$ cat config.mk
export PLATFORM = sky130hd
export DESIGN_NAME = pmem_loader
export DESIGN_NICKNAME = d
export VERILOG_FILES = /design/src/rtl/pmem_loader.sv
export SDC_FILE = /design/constraint.sdc
export NUM_CORES = 1
export LEC_CHECK = 0
export CAP_MARGIN = 20
export CORE_MARGIN = 2
export CORE_UTILIZATION = 55
export CTS_CLUSTER_DIAMETER = 50
export CTS_CLUSTER_SIZE = 28
export DETAILED_ROUTE_END_ITERATION = 10
export PLACE_DENSITY = 0.8
export SETUP_SLACK_MARGIN = 0.5
export SYNTH_ARGS = -nofsm -noshare
export SYNTH_HDL_FRONTEND = slang
export SYNTH_SLANG_ARGS = --single-unit
$ cat constraint.sdc
create_clock -name clock -period 2.7 [get_ports clock]
set_clock_uncertainty 0.15 [all_clocks]
set_input_delay 0.54 -clock clock [delete_from_list [all_inputs] [get_ports clock]]
set_output_delay 0.54 -clock clock [all_outputs]
set_load 0.02 [all_outputs]
$ cat src/rtl/pmem_loader.sv
// pmem_loader: host-side program loader for the swt16 core.
// Takes a big-endian byte stream (word count, then data words) over a
// valid/ready handshake. Writes 16-bit words to program memory at
// consecutive instruction addresses. Holds the core stalled until the
// image is complete.
// Optional feature macro: PMEM_LOADER_CHECKSUM_EN adds a trailing 8-bit
// checksum byte. Release happens only when that byte matches the sum of
// all data bytes.
module pmem_loader #(
    parameter int PMEM_ADDR_WIDTH = 12,
    parameter int PMEM_WORD_WIDTH = 16,
    parameter int PMEM_NUM_WORDS  = 2048,
    parameter int PC_INCREMENT    = 2
) (
    input  logic                       clock,
    input  logic                       reset,             // active-low, asynchronous
    input  logic                       in_valid,
    input  logic [7:0]                 in_byte,
    output logic                       out_ready,
    output logic [PMEM_ADDR_WIDTH-1:0] out_pmem_wr_addr,
    output logic [PMEM_WORD_WIDTH-1:0] out_pmem_wr_word,
    output logic                       out_pmem_write_en,
    output logic                       out_cpu_hold,
    output logic                       out_done,
    output logic                       out_error
);

    typedef enum logic [2:0] {
        CNT_HI  = 3'd0,
        CNT_LO  = 3'd1,
        DATA_HI = 3'd2,
        DATA_LO = 3'd3,
        CHECK   = 3'd4,
        DONE    = 3'd5,
        ERROR   = 3'd6
    } state_t;

    // State that follows the last data byte, or an empty image.
`ifdef PMEM_LOADER_CHECKSUM_EN
    localparam state_t FINISH_STATE = CHECK;
`else
    localparam state_t FINISH_STATE = DONE;
`endif

    state_t                     state;
    logic [7:0]                 cnt_hi;
    logic [15:0]                count;
    logic [PMEM_ADDR_WIDTH-1:0] index;
    logic [7:0]                 data_hi;
    logic                       write_en;
    logic [PMEM_ADDR_WIDTH-1:0] wr_addr;
    logic [PMEM_WORD_WIDTH-1:0] wr_word;
`ifdef PMEM_LOADER_CHECKSUM_EN
    logic [7:0]                 checksum;
`endif

    logic                       xfer;
    logic [15:0]                count_next;
    logic [PMEM_ADDR_WIDTH-1:0] index_next;

    assign xfer       = in_valid && out_ready;
    assign count_next = {cnt_hi, in_byte};
    assign index_next = index + PMEM_ADDR_WIDTH'(1);

    // Stream parser, word assembly and write-port registers.
    always_ff @(posedge clock or negedge reset) begin
        if (!reset) begin
            state    <= CNT_HI;
            cnt_hi   <= '0;
            count    <= '0;
            index    <= '0;
            data_hi  <= '0;
            write_en <= 1'b0;
            wr_addr  <= '0;
            wr_word  <= '0;
`ifdef PMEM_LOADER_CHECKSUM_EN
            checksum <= '0;
`endif
        end else begin
            write_en <= 1'b0;
            if (xfer) begin
                case (state)
                    CNT_HI: begin
                        cnt_hi <= in_byte;
                        state  <= CNT_LO;
                    end
                    CNT_LO: begin
                        count <= count_next;
                        if (32'(count_next) > PMEM_NUM_WORDS)
                            state <= ERROR;
                        else if (count_next == 16'd0)
                            state <= FINISH_STATE;
                        else
                            state <= DATA_HI;
                    end
                    DATA_HI: begin
                        data_hi <= in_byte;
`ifdef PMEM_LOADER_CHECKSUM_EN
                        checksum <= checksum + in_byte;
`endif
                        state   <= DATA_LO;
                    end
                    DATA_LO: begin
                        // The final write and the DONE transition land on the same edge.
                        write_en <= 1'b1;
                        wr_addr  <= PMEM_ADDR_WIDTH'(32'(index) * PC_INCREMENT);
                        wr_word  <= PMEM_WORD_WIDTH'({data_hi, in_byte});
                        index    <= index_next;
`ifdef PMEM_LOADER_CHECKSUM_EN
                        checksum <= checksum + in_byte;
`endif
                        if (32'(index_next) == 32'(count))
                            state <= FINISH_STATE;
                        else
                            state <= DATA_HI;
                    end
                    CHECK: begin
`ifdef PMEM_LOADER_CHECKSUM_EN
                        state <= (in_byte == checksum) ? DONE : ERROR;
`else
                        state <= ERROR;
`endif
                    end
                    default: ;
                endcase
            end
        end
    end

    // Status flags are decoded directly from the state register.
    assign out_ready         = (state != DONE) && (state != ERROR);
    assign out_cpu_hold      = (state != DONE);
    assign out_done          = (state == DONE);
    assign out_error         = (state == ERROR);
    assign out_pmem_write_en = write_en;
    assign out_pmem_wr_addr  = wr_addr;
    assign out_pmem_wr_word  = wr_word;

endmodule

**Word-level counts from Yosys, hierarchy flattened**

Index checks and enable logic that the tools add are counted.
W data, S select, Z words.

- Add/sub/neg operators: 1
- Reductions and logical operators: 10
- Eq/ne operators: 9
- Multiplexer cells: 6
- $lt $le $gt $ge: 1

Operator list:

| operator | number |
|---|---|
| $eq A12 B16 Y1 | 1 |
| $gt A16 B12 Y1 const B | 1 |
| $logic_not A16 Y1 | 1 |
| $pmux W3 S5 | 1 |
| $add A12 B1 Y12 const B | 1 |
| $reduce_and A2 Y1 | 5 |
| $eq A3 B3 Y1 const B | 3 |
| $mux W3 | 3 |
| $eq A3 B2 Y1 const B | 2 |
| $ne A3 B3 Y1 const B | 2 |
| $reduce_bool A5 Y1 | 1 |
| $eq A3 B1 Y1 const B | 1 |
| $logic_not A3 Y1 | 1 |
| $logic_and A1 B1 Y1 | 2 |
| $mux W1 | 2 |

- Bits of input ports: 11
- Register bits after elaboration: 75

**Longest topological paths before layout**

- Depth in word-level cells: 4
- Gate-level depth with buffers: 7

**Worst setup path after synthesis**

Ideal clock, no wire load.

- Path type: flip-flop to flip-flop
- Start point: register index[0]
- End point: register state[1]
- Setup slack: 0.635 ns
- Data required time: 2.431 ns
- Clock period less this slack: 2.065 ns
- Arrival: 1.796 ns
- Stages on the path, launching flop included: 8
- Cell sequence: dfrtp_1 > ha_1 > nand3_4 > or3_1 > a21o_1 > a31oi_1 > nand4_1 > o21ba_1

- Word-level cells in the longest chain between the ends: 4

RTL lines:

| what | line | text |
|---|---|---|
| from (decl) | 48 | `logic [PMEM_ADDR_WIDTH-1:0] index;` |
| from (signal assigned) | 108 | `index <= index_next;` |
| $add A12 B1 Y12 | 63 | `assign index_next = index + PMEM_ADDR_WIDTH'(1);` |
| $eq A12 B16 Y1 | 112 | `if (32'(index_next) == 32'(count))` |
| $mux W3 | 112 |  |
| $pmux W3 S5 | 82 | `case (state)` |
| to (signal assigned) | 85 | `state <= CNT_LO;` |
| to (signal assigned) | 113 | `state <= FINISH_STATE;` |
| to (signal assigned) | 115 | `state <= DATA_HI;` |
| to (decl) | 45 | `state_t state;` |

Every way passes these cells.
A chain may end at the register's enable or synchronous reset.

**Worst setup path after layout**

- Start point: input in_byte[4]
- End point: register state[1]

- Word-level cells in the longest chain between the ends: 4

RTL lines:

| what | line | text |
|---|---|---|
| from (decl) | 18 | `input logic [7:0] in_byte,` |
| branches (longest 2 deep; another with $gt A16 B12 Y1) | -- |  |
| $mux W3 (*) | 89 | `if (32'(count_next) > PMEM_NUM_WORDS)` |
| $pmux W3 S5 (*) | 82 |  |
| to (signal assigned) | 85 |  |
| to (signal assigned) | 90 | `state <= ERROR;` |
| to (signal assigned) | 92 | `state <= FINISH_STATE;` |

Every way passes the cells marked *.

==> reports/summary.txt <==
setup violators final: 0
Worst-path clk slew: 80 ps
Starting Density: 0.571
non-filler cells, final: 438
outcome: complete, no violations
syn_area_per_cell: 10.9 um^2
HP Class: primary input to asynchronous set/reset pin
worst slew pin tran: 924 ps
clk sinks: 75
initial antenna violation count: 0
die area: 6830 um^2
Netlist cell types: 47
Die Span Y: 82.6 um
crit path DAT: 2260 ps
Cell Pwr Density: 479 nW/um^2
Synth Flop Type: dfrtp_1
DR iter-0 viols: 118
Post-Syn Instances: 313
hpwl dp: 4.84 mm
Synth Area in Simple Gates: 0.188
DP Worst Slack: 136 ps
TritonCTS buffer count: 9
Final Cycle Share: 0.806
Via density: 5.47
Die X: 82.6 um
Slew Viols, Final: 0
most instantiated library cell after synthesis: nand2_1
routability cong.: 0.791
WS Path Type: primary input to flop
mapped cell area: 3400 um^2
Yosys reg bits: 75
peak supply drop: 0.393 mV
via count: 2397
minimum clock period: 2180 ps
root buffer cell: clkbuf_8
# rows: 28
Synth Area in Compound Gates: 0.0423
final layout net count: 370
H-tree depth: 3
Post-synth EDFFs: 0
core area: 5960 um^2
Clk Latency, worst-skew pair: 350 ps
CP required: 2790 ps
ratio of cells with drive above 1 in the final layout: 0.215
Antenna Cells: 0
placed cells: 421
gr ovfl total: 0
IO Count: 44
LEAKAGE: 1.95 nW
Total Routing Usage GR: 0.238
DR WL/cell: 16.2 um
Antenna Nets Post-Route: 0
vias in the first global route: 2409
Storage cell area: 1880 um^2
syn_nets: 325
Synth top area share: 0.552
RSZ-0062 raised after global routing: yes
ys async rst share: 1.00
largest net degree at the start of global routing: 76
crit-path max FO: 5
Startpoint Class: primary input
multi-input logic area: 1420 um^2
synth warn: 0
Post-Synth XOR/XNOR Area: 0.0695
Max Clk Rate: 0.460 GHz
Crit. End Element: flop
mux contribution to synthesized area: 0.106
post-synthesis sequential area ratio: 0.552
Area Overhead vs Synth: 19.1%
hold_buf cts: 0
DR DRC count: 0
Pre-antenna DRT Iters: 4
Hold WS: 151 ps
Max Cap Viol: 0
setup slack after layout: 524 ps
Port Buffers: 42
synth top area cells: dfrtp_1, mux2_2, nand2_1, xnor2_1, xor2_1
TritonCTS clock tree: done
final WL: 7.10 mm
number of hold violations in the final report: 0
Max transition margin: 0.384
Adder-Cell Fraction of Synth Area: 0.00368
top cells by instance count after synthesis: nand2_1, dfrtp_1, mux2_2
Final TNS setup: 0 ps
global-route wire length before repair: 11.9 mm
fill cell count: 468
Synth area leader: dfrtp_1
clk buf depth: 2
largest family of logic cells by synthesized area: simple AND/OR/NAND/NOR gates
cell families (layout without fill, tap and decap cells):
| family | count (synthesis) | in the layout |
|---|---|---|
| buffers and inverters | 20 | 70 |
| DFF | 75 | 75 |
| muxes | 32 | 32 |
| adders and majority gates | 1 | 1 |
| xor gates and xnor gates | 27 | 27 |
| other | 1 | 1 |
| AOI/OAI and AO/OA | 19 | 19 |
| and+or+nand+nor | 138 | 138 |
metal layers:
metal / GRT usage / share of wire
met4: 0.108 / 0.023
met5: 0 / 0
met1: 0.311 / 0.44
met3: 0.0402 / 0.030
met2: 0.391 / 0.51
placed cells by master, fill, tap and decap left out, types with 3 or more instances in the layout:
cell             count
nor2_1               8
xor2_1               8
dlygate4sd2_1        3
inv_1                3
clkinv_2             3
nand3_1              3
xnor2_1             19
dfrtp_2              5
buf_4                9
mux2_2              32
nor4_1               3
nor3_1               4
and2_1               3
clkdlybuf4s50_1     35
clkbuf_8             9
nand2_1             96
a21oi_1              3
dfrtp_1             70
flip-flops by register name, indices dropped and copies added (netlist names):
register,flops
count,16
out_pmem_write_en,1
data_hi,8
cnt_hi,8
index,12
out_pmem_wr_word,16
out_pmem_wr_addr,11
state,3
timing repair:
item	CTS	global route
endpoints found under the setup margin	7	25
cloned	0	0
buffers inserted	1	0
pin swaps	1	4
resized for setup	16	8
power by group:
part           total [mW]  switching, mW  internal [mW]
clock network       0.739          0.410          0.329
logic              0.0665         0.0429         0.0236
registers            1.14        0.00781           1.13
final timing paths:
check	from	to	cells past startpoint	slack, ps
setup / recovery	in_byte[4]	state[1]$_DFFE_PN0P_	7	520
hold / removal	reset	out_pmem_wr_addr[7]$_DFFE_PN0P_	1	150
setup reg to reg	index[1]$_DFFE_PN0P_	state[1]$_DFFE_PN0P_	7	530
hold reg to reg	data_hi[7]$_DFFE_PN0P_	out_pmem_wr_word[15]$_DFFE_PN0P_	2	320
max in group asynchronous	reset	index[1]$_DFFE_PN0P_	1	1560
min in group clock	data_hi[7]$_DFFE_PN0P_	out_pmem_wr_word[15]$_DFFE_PN0P_	2	320
critical path: stages:
cell             delay (ps)
clkdlybuf4s50_1         530
nor4_1                  300
nand3_1                 180
o311ai_1                280
o21ai_0                 140
a21oi_1                 150
o21ba_1                 150
per-stage QoR:
stage	util	area (um^2)	power [mW]
floorplan	-	3400	1.17
global placement	0.649	3870	1.22
detailed placement	0.649	3870	1.23
CTS	0.681	4060	1.95
global route	0.680	4050	2.01
finish	0.680	4050	1.94
area by class of cell:
type	instances	area share
multi-input cells	218	0.350
repair buffers	51	0.119
inverters	3	0.00278
flip-flops and latches	75	0.465
well taps	75	0.0232
clock buffers	11	0.0324
clock inverters	5	0.00741
No activity file was read; power rests on OpenSTA's default activity.
